--- src/rtl/mips_ram_bus_bridge.sv ---
// Avalon-style CPU bus to 32-bit word RAM bridge: read wait states and read-modify-write for partial writes.
// Optional range check enabled by defining BRIDGE_RANGE_CHECK_EN.
module mips_ram_bus_bridge #(
  parameter logic [31:0] BASE_ADDR  = 32'hBFC00000,
  parameter int          ADDR_WIDTH = 12
) (
  input  logic                  clk,
  input  logic                  reset_n,
  input  logic [31:0]           address,
  input  logic                  read,
  input  logic                  write,
  input  logic [3:0]            byteenable,
  input  logic [31:0]           writedata,
  output logic                  waitrequest,
  output logic [31:0]           readdata,
  output logic [ADDR_WIDTH-1:0] ram_address,
  output logic                  ram_read,
  output logic                  ram_write,
  output logic [31:0]           ram_writedata,
  input  logic [31:0]           ram_readdata,
  output logic                  err_sticky
);

  typedef enum logic [1:0] {
    IDLE,
    RD_DATA,
    RMW_MERGE
  } state_e;

  state_e      r_state;
  state_e      w_next_state;
  logic [31:0] w_offset;
  logic [31:0] w_merged;
  logic        w_in_range;
  logic        w_unused;

  // Modulo-2^32 subtraction: addresses below the window wrap around.
  assign w_offset    = address - BASE_ADDR;
  assign ram_address = w_offset[ADDR_WIDTH+1:2];
  assign w_unused    = ^{w_offset[31:ADDR_WIDTH+2], w_offset[1:0]};

`ifdef BRIDGE_RANGE_CHECK_EN
  logic r_err_sticky;

  assign w_in_range = (w_offset[31:ADDR_WIDTH+2] == '0);
  assign err_sticky = r_err_sticky;

  always_ff @(posedge clk or negedge reset_n) begin
    if (!reset_n) begin
      r_err_sticky <= 1'b0;
    end else if (r_state == IDLE && (read || write) && !w_in_range) begin
      r_err_sticky <= 1'b1;
    end
  end
`else
  assign w_in_range = 1'b1;
  assign err_sticky = 1'b0;
`endif

  // NOTE: sequential state uses non-blocking assignments so every register samples pre-edge values.
  always_ff @(posedge clk or negedge reset_n) begin
    if (!reset_n) begin
      r_state <= IDLE;
    end else begin
      r_state <= w_next_state;
    end
  end

  always_comb begin
    w_merged = ram_readdata;
    for (int i = 0; i < 4; i++) begin
      if (byteenable[i]) w_merged[8*i +: 8] = writedata[8*i +: 8];
    end
  end

  always_comb begin
    // NOTE: every output gets a default first so no path leaves one unassigned (no latches).
    w_next_state  = r_state;
    waitrequest   = 1'b1;
    readdata      = 32'h0;
    ram_read      = 1'b0;
    ram_write     = 1'b0;
    ram_writedata = writedata;

    unique case (r_state)
      IDLE: begin
        if (read || write) begin
          if (!w_in_range) begin
            waitrequest = 1'b0;
          end else if (read) begin
            ram_read     = 1'b1;
            w_next_state = RD_DATA;
          end else if (byteenable == 4'hF) begin
            ram_write   = 1'b1;
            waitrequest = 1'b0;
          end else if (byteenable == 4'h0) begin
            waitrequest = 1'b0;
          end else begin
            ram_read     = 1'b1;
            w_next_state = RMW_MERGE;
          end
        end
      end
      RD_DATA: begin
        w_next_state = IDLE;
        if (read) begin
          readdata    = ram_readdata;
          waitrequest = 1'b0;
        end
      end
      RMW_MERGE: begin
        w_next_state = IDLE;
        if (write) begin
          ram_writedata = w_merged;
          ram_write     = 1'b1;
          waitrequest   = 1'b0;
        end
      end
      default: w_next_state = IDLE;
    endcase

    // Reset overrides everything so a half-merged word can never reach the RAM.
    if (!reset_n) begin
      waitrequest = 1'b1;
      readdata    = 32'h0;
      ram_read    = 1'b0;
      ram_write   = 1'b0;
    end
  end

endmodule

--- config.mk ---
export PLATFORM = sky130hd
export DESIGN_NAME = mips_ram_bus_bridge
export DESIGN_NICKNAME = d
export VERILOG_FILES = /design/src/rtl/mips_ram_bus_bridge.sv
export SDC_FILE = /design/constraint.sdc
export NUM_CORES = 1
export LEC_CHECK = 0
export ABC_CLOCK_PERIOD_IN_PS = 1900
export BUFFER_PORTS_ARGS = -buffer_cell sky130_fd_sc_hd__buf_2
export CAP_MARGIN = 40
export CORE_AREA = 2 2 71 73
export CTS_CLUSTER_SIZE = 28
export DETAILED_ROUTE_END_ITERATION = 12
export DIE_AREA = 0 0 73 75
export PLACE_DENSITY_LB_ADDON = 0.08
export SETUP_SLACK_MARGIN = 0.3
export SLEW_MARGIN = 20
export SYNTH_ARGS = -nofsm -noshare
export SYNTH_HDL_FRONTEND = slang
export SYNTH_SLANG_ARGS = --single-unit
--- constraint.sdc ---
create_clock -name clk -period 1.9 [get_ports clk]
set_input_delay 0.38 -clock clk [delete_from_list [all_inputs] [get_ports clk]]
set_output_delay 0.38 -clock clk [all_outputs]
set_load 0.01 [all_outputs]
Yosys cells after proc, flatten, opt, wreduce, memory -nomap -nowiden. Cells that the tools add are included.

Multiplexer cells: 31. Reductions and logical operators: 4. Add/subtract/negate cells: 1. Equal/unequal tests: 6.

Operators by type and width (count): 32-bit two-way mux (5); 8-bit two-way mux (4); 1-bit two-way mux (15); 14-bit by 1-bit subtractor with 14-bit output, second input constant (1); 2-bit two-way mux (5); 3-bit inequality test, second input constant (2); 4-bit == test, second input constant (1); 4-bit zero test (1); 1-bit case mux with 3 select lines (1); 3-bit AND reduction (1); 2-bit by 1-bit == test with 1-bit output, second input constant (1); 2-bit == test, second input constant (1); 2-bit zero test (1); 2-bit inequality test, second input constant (1); 1-bit case mux with 2 select lines (1); 1-bit logical OR (1).

Logic and storage cells: 43. Register bits: 2.

Longest topological paths before layout. Gate-level depths: netlist of run 1.

Depth after elaboration: 7. Mapped depth: 4. Gate-level depth less buffers: 3.

Worst setup path before layout of run 1. OpenSTA, ideal clock, no wires.

Path kind: reg-to-output. Start point: reg r_state[0]. End point: out ram_writedata[3]. Required time: 1520 ps. Buffers on the path: 0. Stages on the path, launching flop included: 4. Path slack: 252 ps. Data arrival time: 1268 ps. Path through: dfrtp_1 -> nand3b_4 -> nor2_8 -> mux2_1.

Cells in the longest elaborated chain, start to end: 2.

RTL lines: from (decl) (RTL line 30) `state_e r_state;`; from (signal assigned) (RTL line 65) `r_state <= w_next_state;`; 2-bit == test (RTL line 85) `unique case (r_state)`; 32-bit two-way mux (RTL line 85); to (decl) (RTL line 19) `output logic [31:0] ram_writedata,`.

Every way passes these cells.

Worst setup path after layout of run 1.
Start point: reg r_state[0]. End point: out ram_writedata[23].

Same word-level chain as after synthesis.

==> flow_metrics.py, run 1 <==
metrics = {
    "die": {
        "row_count": 25,
        "dieWidth_um": 73,
        "chipHeight_um": 75,
        "ios": 184,
        "floorplan.initialDensity_pct": 20.1,
        "die_area_um2": 5480,
        "design.core.area_um2": 4660,
    },
    "synth": {
        "ys_seq_area_share_pct": 5.34,
        "syn-instance-count": 104,
        "synth-warning-count": 0,
        "synth.distinct_cells": 21,
        "yosys_register_bits": 2,
        "avgSynthCellArea_um2": 9.01,
        "mappedNetlistArea_um2": 937,
        "postSynthNetCount": 208,
    },
    "grt": {
        "gr-total-overflow": 0,
        "global_route_wire_length_before_repair_um": 5220,
        "grt_pass1_vias": 1214,
        "pin_count_of_the_biggest_net_entering_global_routing": 9,
        "number_of_antenna_violations_at_the_first_check_in_global_routing": 0,
        "groute.usage.overall_pct": 12.4,
    },
    "finish": {
        "count_of_antenna_diodes_in_the_layout": 0,
        "nFillCells": 441,
        "largest_register": "r_state",
        "final_nets": 349,
        "postLayoutCoreUtil_pct": 46.8,
        "layout_top_registers": "r_state x2",
        "area_overhead_of_the_layout_relative_to_synthesis_pct": 133,
        "final_layout_size_suffix_gt1_share_pct": 94.7,
        "fin_area_um2": 2180,
        "largest_register_ffs": 2,
    },
    "setup_path": {
        "critical_path_class": "register to primary output",
        "critPathLaunchType": "register",
        "cp.arrival_ps": 1590,
        "worstPathMaxFanout": 8,
        "crit_chain": "nand3b_4 -> nor2_8 -> mux2_2 -> buf_2",
        "crit_path_capture_type": "primary output",
        "critPathSlowestCell": "dfrtp_1",
        "critical_path_required_ps": 1520,
        "timing.reg2reg.worst_path_depth": 3,
        "timing.critical_path.slowest_cell_delay_ps": 360,
        "rr_endpoint": "r_state[1]",
        "crit_start": "r_state[0]",
        "r2r_setup_slack_ps": 740,
        "cpLargestDelayFamily": "simple AND/OR/NAND/NOR gates",
        "critical_path_buf_inv_count": 1,
        "worstReg2RegStart": "r_state[0]",
    },
    "sta": {
        "skew_ps": 1.76,
        "setup_repair_after_global_routing_missed_its_margin": "true",
        "finalHoldViolCount": 0,
        "finalHoldWorstSlack_ps": 473,
        "setup_total_negative_slack_ps": -1680,
        "final-setup-viol-count": 33,
        "max_clock_freq_mhz": 507,
        "post-route-min-period_ps": 1970,
        "timing.final.ws_setup_ps": -73.9,
        "fin_crit_sh_pct": 104,
        "finalMaxSlewViolations": 0,
    },
    "outcome": {
        "outcome": "complete, but fails checks",
        "violations_in_the_final_reports": "setup timing",
    },
    "clock_tree": {
        "cts_made_buffers": 3,
        "clk_path_buf_depth": 2,
        "cts_max_level": 1,
        "tritoncts_clock_tree": "yes",
        "clkSinkCount": 2,
        "clock_tree.root_cell": "clkbuf_8",
        "clk_transition_reported_paths_ps": 30,
        "insertion_delay_ps": 210,
    },
    "placed_design": {
        "dpl-instance-area_um2": 1620,
        "hpwlAfterDp_um": 2830,
        "global_placer_s_final_weighted_congestion": 0.699,
        "portBuffers": 138,
    },
    "routing": {
        "drc": 0,
        "detail_route.wirelength_um": 3890,
        "wl_per_cell_um": 13.1,
        "detailedRoute.firstIterationViolations": 11,
        "post_drt_via_cell_ratio": 4.41,
        "number_of_vias_in_the_routed_layout": 1310,
        "detail_route.first_pass.iterations": 2,
        "detail-route-antenna-nets": 0,
    },
    "power": {
        "total_leakage_power_nw": 1.18,
        "p_total_mw": 0.589,
        "powerDensity_nw_per_um2": 270,
        "ir_drop_v": 0.000140,
    },
    "hold_path": {
        "holdPathStages": 2,
        "hold_path_startpoint": "read",
        "hp-class": "input port to register",
        "hold_path_end": "r_state[1]",
    },
    "run": {
        "drv_cap": 0,
    },
}
-- Yosys cell counts (all sizes together) --
cell    number  area, µm²
o21bai       1       7.51
or4          1       11.3
nand4        1       6.26
and2        32        200
a21oi        1       8.76
and3         1       6.26
nor2         7       91.3
conb         1       3.75
clkbuf       3       15.0
nand2b       2       12.5
nor4b        2       17.5
buf         13       97.6
nor4bb       1       10.0
o311ai       1       8.76
nand2        1       3.75
nand3b       1       20.0
dfrtp        2       50.1
nor2b        1       6.26
mux2        32        360
-- cell type report --
| cell class | count | area, µm² | share of cell area, % |
|---|---|---|---|
| Timing Repair Buffer | 152 | 1110 | 51.1 |
| Sequential cell | 2 | 51.3 | 2.35 |
| Clock buffer | 3 | 41.3 | 1.89 |
| Tap cell | 54 | 67.6 | 3.10 |
| Multi-Input combinational cell | 86 | 907 | 41.6 |
-- power breakdown --
part           switching [mW]  leakage (nW)  internal (mW)
registers             0.00285        0.0246         0.0465
logic                   0.153          1.13          0.222
clock network          0.0315        0.0216          0.134
-- how the worst max path moves through the flow --
stage	endpoint	slack, ps	cells after the start
2_1_floorplan	ram_writedata[3]	250	3
3_3_place_gp	ram_writedata[6]	50	5
3_5_place_dp	ram_writedata[6]	70	5
4_1_cts	ram_writedata[29]	-80	4
5_1_grt	ram_writedata[23]	-150	4
6_report	ram_writedata[23]	-70	4
-- timing repair --
item	in CTS	in global routing
cloned	3	0
hold endpoints to repair	2	0
endpoints found under the setup margin	67	67
hold buffers	1	0
pin swaps	31	12
setup buffers	3	2
resized for setup	45	55
-- metrics by stage --
step,worst slack [ps],instances
floorplan,252,104
global placement,54.1,285
detailed placement,66.1,285
CTS,-84.9,295
global route,-152,297
finish,-73.9,297
-- cells in the final DEF (no fill, tap or decap) --
cell	instances
nand3b_4	1
nor2_2	1
buf_12	2
mux2_4	6
buf_6	37
o21bai_2	1
dfrtp_1	1
a21oi_2	1
buf_2	100
nand2_1	1
and2_4	30
o311ai_2	1
dlygate4sd3_1	1
clkbuf_8	3
buf_8	5
and3_4	1
mux2_1	1
buf_16	1
dfrtp_2	1
mux2_2	25
buf_4	6
nor2_8	4
and2_1	2
nor4b_1	1
or4_4	1
nor4bb_1	1
nor2_1	1
nand4_1	1
nor4b_2	1
nor2_4	1
nor2b_2	1
conb_1	1
nand2b_1	2
-- layer usage --
metal / global-route usage [%] / wire length (µm) / vias up
li1: - / - / 627
met1: 11.2 / 1240 / 577
met2: 26.3 / 2210 / 100
met3: 2.54 / 401 / 6
met4: 4.73 / 42 / 0
met5: 0 / 0 / -
-- logic make-up (layout without fill, tap and decap cells) --
logic type / count (synthesis) / count (layout) / share of synthesized area, %
buf+inv: 16 / 155 / 12.0
flops: 2 / 2 / 5.34
simple gates: 50 / 50 / 41.1
compound gates: 3 / 3 / 2.67
other cells: 1 / 1 / 0.400
mux: 32 / 32 / 38.5
Note: power is estimated with default switching activity, not from simulation.
==> run 2: changes to the inputs <==
--- a/config.mk
+++ b/config.mk
@@ -5,13 +5,14 @@
 export SDC_FILE = /design/constraint.sdc
 export NUM_CORES = 1
 export LEC_CHECK = 0
+export ABC_AREA = 1
 export ABC_CLOCK_PERIOD_IN_PS = 1900
 export BUFFER_PORTS_ARGS = -buffer_cell sky130_fd_sc_hd__buf_2
 export CAP_MARGIN = 40
-export CORE_AREA = 2 2 71 73
+export CORE_AREA = 2 2 70 72
 export CTS_CLUSTER_SIZE = 28
 export DETAILED_ROUTE_END_ITERATION = 12
-export DIE_AREA = 0 0 73 75
+export DIE_AREA = 0 0 72 74
 export PLACE_DENSITY_LB_ADDON = 0.08
 export SETUP_SLACK_MARGIN = 0.3
 export SLEW_MARGIN = 20
==> flow_metrics.py, run 2 <==
metrics = {
    "outcome": {
        "outcome": "finished, final reports clean",
    },
    "clock_tree": {
        "clkSinkCount": 2,
        "insertion_delay_ps": 210,
        "cts_max_level": 1,
        "cts_made_buffers": 3,
        "clk_transition_reported_paths_ps": 30,
        "clock_tree.root_cell": "clkbuf_8",
        "clk_path_buf_depth": 2,
        "tritoncts_clock_tree": "yes",
    },
    "routing": {
        "detail_route.first_pass.iterations": 4,
        "detail-route-antenna-nets": 0,
        "drc": 0,
        "number_of_vias_in_the_routed_layout": 1787,
        "post_drt_via_cell_ratio": 4.57,
        "detailedRoute.firstIterationViolations": 42,
        "wl_per_cell_um": 12.9,
        "detail_route.wirelength_um": 5030,
    },
    "setup_path": {
        "crit_start": "r_state[1]",
        "crit_path_capture_type": "primary output",
        "cp.arrival_ps": 1420,
        "critical_path_required_ps": 1520,
        "worstReg2RegStart": "r_state[1]",
        "timing.reg2reg.worst_path_depth": 5,
        "timing.critical_path.slowest_cell_delay_ps": 410,
        "critPathSlowestCell": "dfrtp_2",
        "critPathLaunchType": "register",
        "critical_path_class": "register to primary output",
        "crit_chain": "clkinv_4 -> nor2_8 -> buf_6 -> nand2_8 -> nand2_2 -> o21ai_2 -> buf_2",
        "worstPathMaxFanout": 8,
    },
    "sta": {
        "finalHoldViolCount": 0,
        "setup_repair_after_global_routing_missed_its_margin": "true",
        "fin_crit_sh_pct": 94.7,
        "setup_total_negative_slack_ps": 0,
        "finalMaxSlewViolations": 0,
        "max_clock_freq_mhz": 556,
        "timing.final.ws_setup_ps": 99.9,
        "skew_ps": 0.707,
        "final-setup-viol-count": 0,
        "post-route-min-period_ps": 1800,
    },
    "die": {
        "floorplan.initialDensity_pct": 25.0,
        "design.core.area_um2": 4600,
        "die_area_um2": 5330,
        "row_count": 25,
        "chipHeight_um": 74,
        "ios": 184,
        "dieWidth_um": 72,
    },
    "power": {
        "powerDensity_nw_per_um2": 321,
        "internal_cell_power_mw": 0.442,
        "p_total_mw": 0.805,
        "p_sw_share_pct": 45.1,
        "pwr-share-comb_pct": 73.0,
        "total_leakage_power_nw": 1.41,
        "seq_power_share_pct": 6.5,
        "power.net_switching_mw": 0.363,
        "power_frac_clock_pct": 20.4,
        "ir_drop_v": 0.000403,
    },
    "placed_design": {
        "hpwlAfterDp_um": 3290,
        "dpl-instance-area_um2": 1770,
        "placed_cells": 369,
        "dp_worst_setup_slack_ps": 240,
        "portBuffers": 138,
        "global_placer_s_final_weighted_congestion": 0.768,
    },
    "synth": {
        "ys_seq_area_share_pct": 4.36,
        "synth-warning-count": 0,
        "synthMostInstantiatedCell": "inv_1",
        "synth_largest_area_cell": "o21ai_2",
        "mappedNetlistArea_um2": 1150,
        "avgSynthCellArea_um2": 5.86,
        "syn-instance-count": 196,
        "yosys_register_bits": 2,
        "synth_ff_type": "dfrtp_1",
        "asyncSetResetFlopFracSynth_pct": 100,
        "synth_top_cells_by_count": "39 x inv_1, 33 x nor3_1, 32 x nand2_1, 32 x o21ai_2, 13 x buf_4",
        "postSynthNetCount": 300,
        "post-synth-top-area-fraction_pct": 24.4,
        "number_of_enable_type_register_cells_in_the_synthesized_netlist": 0,
        "synth.distinct_cells": 20,
        "ys_top_cells_by_area": "o21ai_2 24%, nor3_1 14%, inv_1 13%",
    },
    "hold_path": {
        "holdPathStages": 3,
        "hold_path_startpoint": "read",
        "hp-class": "input port to register",
    },
    "finish": {
        "largest_register": "r_state",
        "fin_cells": 391,
        "layout.cells.most_common": "buf_2",
        "fin_area_um2": 2510,
        "largest_register_ffs": 2,
        "layout_common_cells": "138 x buf_2, 39 x inv_1, 32 x o21ai_2",
        "layout_top_registers": "r_state x2",
        "count_of_antenna_diodes_in_the_layout": 0,
        "final_layout_size_suffix_gt1_share_pct": 80.7,
        "final_nets": 443,
        "area_overhead_of_the_layout_relative_to_synthesis_pct": 118,
    },
    "grt": {
        "gr-total-overflow": 0,
        "number_of_antenna_violations_at_the_first_check_in_global_routing": 0,
        "pin_count_of_the_biggest_net_entering_global_routing": 22,
        "global_route_wire_length_before_repair_um": 6700,
        "grt_pass1_vias": 1483,
        "groute.usage.overall_pct": 15.3,
    },
    "run": {
        "drv_cap": 0,
    },
}
[run 2: cell count changes in the layout (fill, tap and decap cells not counted), moves of 6 or more]
cell | previous run | this run
inv_1 | 0 | 39
buf_2 | 100 | 138
buf_6 | 37 | 3
o21ai_2 | 0 | 32
nand2_2 | 0 | 31
and2_4 | 30 | 0
mux2_2 | 25 | 0
nor3_2 | 0 | 18
nor3_4 | 0 | 14
nand2_8 | 0 | 9
nand2_1 | 1 | 8
mux2_4 | 6 | 0
nand3_1 | 0 | 6
[run 2: metal layers]
metal / global-route usage (%) / vias up / share of wire (%)
li1: - / 903 / -
met1: 19.0 / 799 / 40
met2: 28.3 / 81 / 54
met3: 1.90 / 4 / 6.4
met4: 3.14 / 0 / 0.36
met5: 0 / - / 0
[run 2: kinds of logic after synthesis]
family                 count (synthesis)  share of synthesized area (%)
AOI/OAI and AO/OA                     35                           25.7
buffers and inverters                 64                           28.1
and+or+nand+nor                       94                           41.5
DFF                                    2                           4.36
other                                  1                          0.326
[run 2: final cells by class]
cell class | count | area [µm²]
Clock buffer | 3 | 41.3
Tap cell | 54 | 67.6
Inverter | 41 | 159
Timing Repair Buffer | 157 | 955
Multi-Input combinational cell | 134 | 1230
Sequential cell | 2 | 51.3
Fill cell | 482 | 2090
[run 2: per-stage QoR]
step | util (%) | hold WS [ps]
final | 54.5 | 491
after global routing | 54.5 | 489
after floorplan | - | 84.4
after CTS | 45.9 | 476
after global placement | 38.4 | 196
after detailed placement | 38.4 | 198
[run 2: path summary, 6_finish.rpt]
path                                endpoint  slack [ps]
min reg2reg                       r_state[0]         600
max                        ram_writedata[12]         100
max reg2reg                       r_state[1]         810
max in group asynchronous         r_state[1]        1180
min in group asynchronous         r_state[0]         580
min                               r_state[0]         490
[run 2: critical path, delay by kind of cell, from the launching register on]
kind                   cells  cell delay (ps)
DFF                        1              410
and+or+nand+nor            3              350
buffers and inverters      3              410
AOI/OAI and AO/OA          1               50
[run 2: power by group through the flow]
stage	Clock, mW	Sequential (mW)	Combinational [mW]
finish	0.165	0.0526	0.588
global route	0.175	0.0533	0.636
CTS	0.170	0.0510	0.459
detailed placement	0	0.0527	0.383
global placement	0	0.0528	0.383
floorplan	0	0.0514	0.245
[run 2: timing repair]
action | 4_1_cts | 5_1_grt
hold endpoints to repair | 2 | 0
hold buffers | 1 | 0
pin swaps | 1 | 5
gates resized for setup | 41 | 61
setup buffers | 8 | 2
cloned | 4 | 4
setup endpoints to repair | 66 | 67
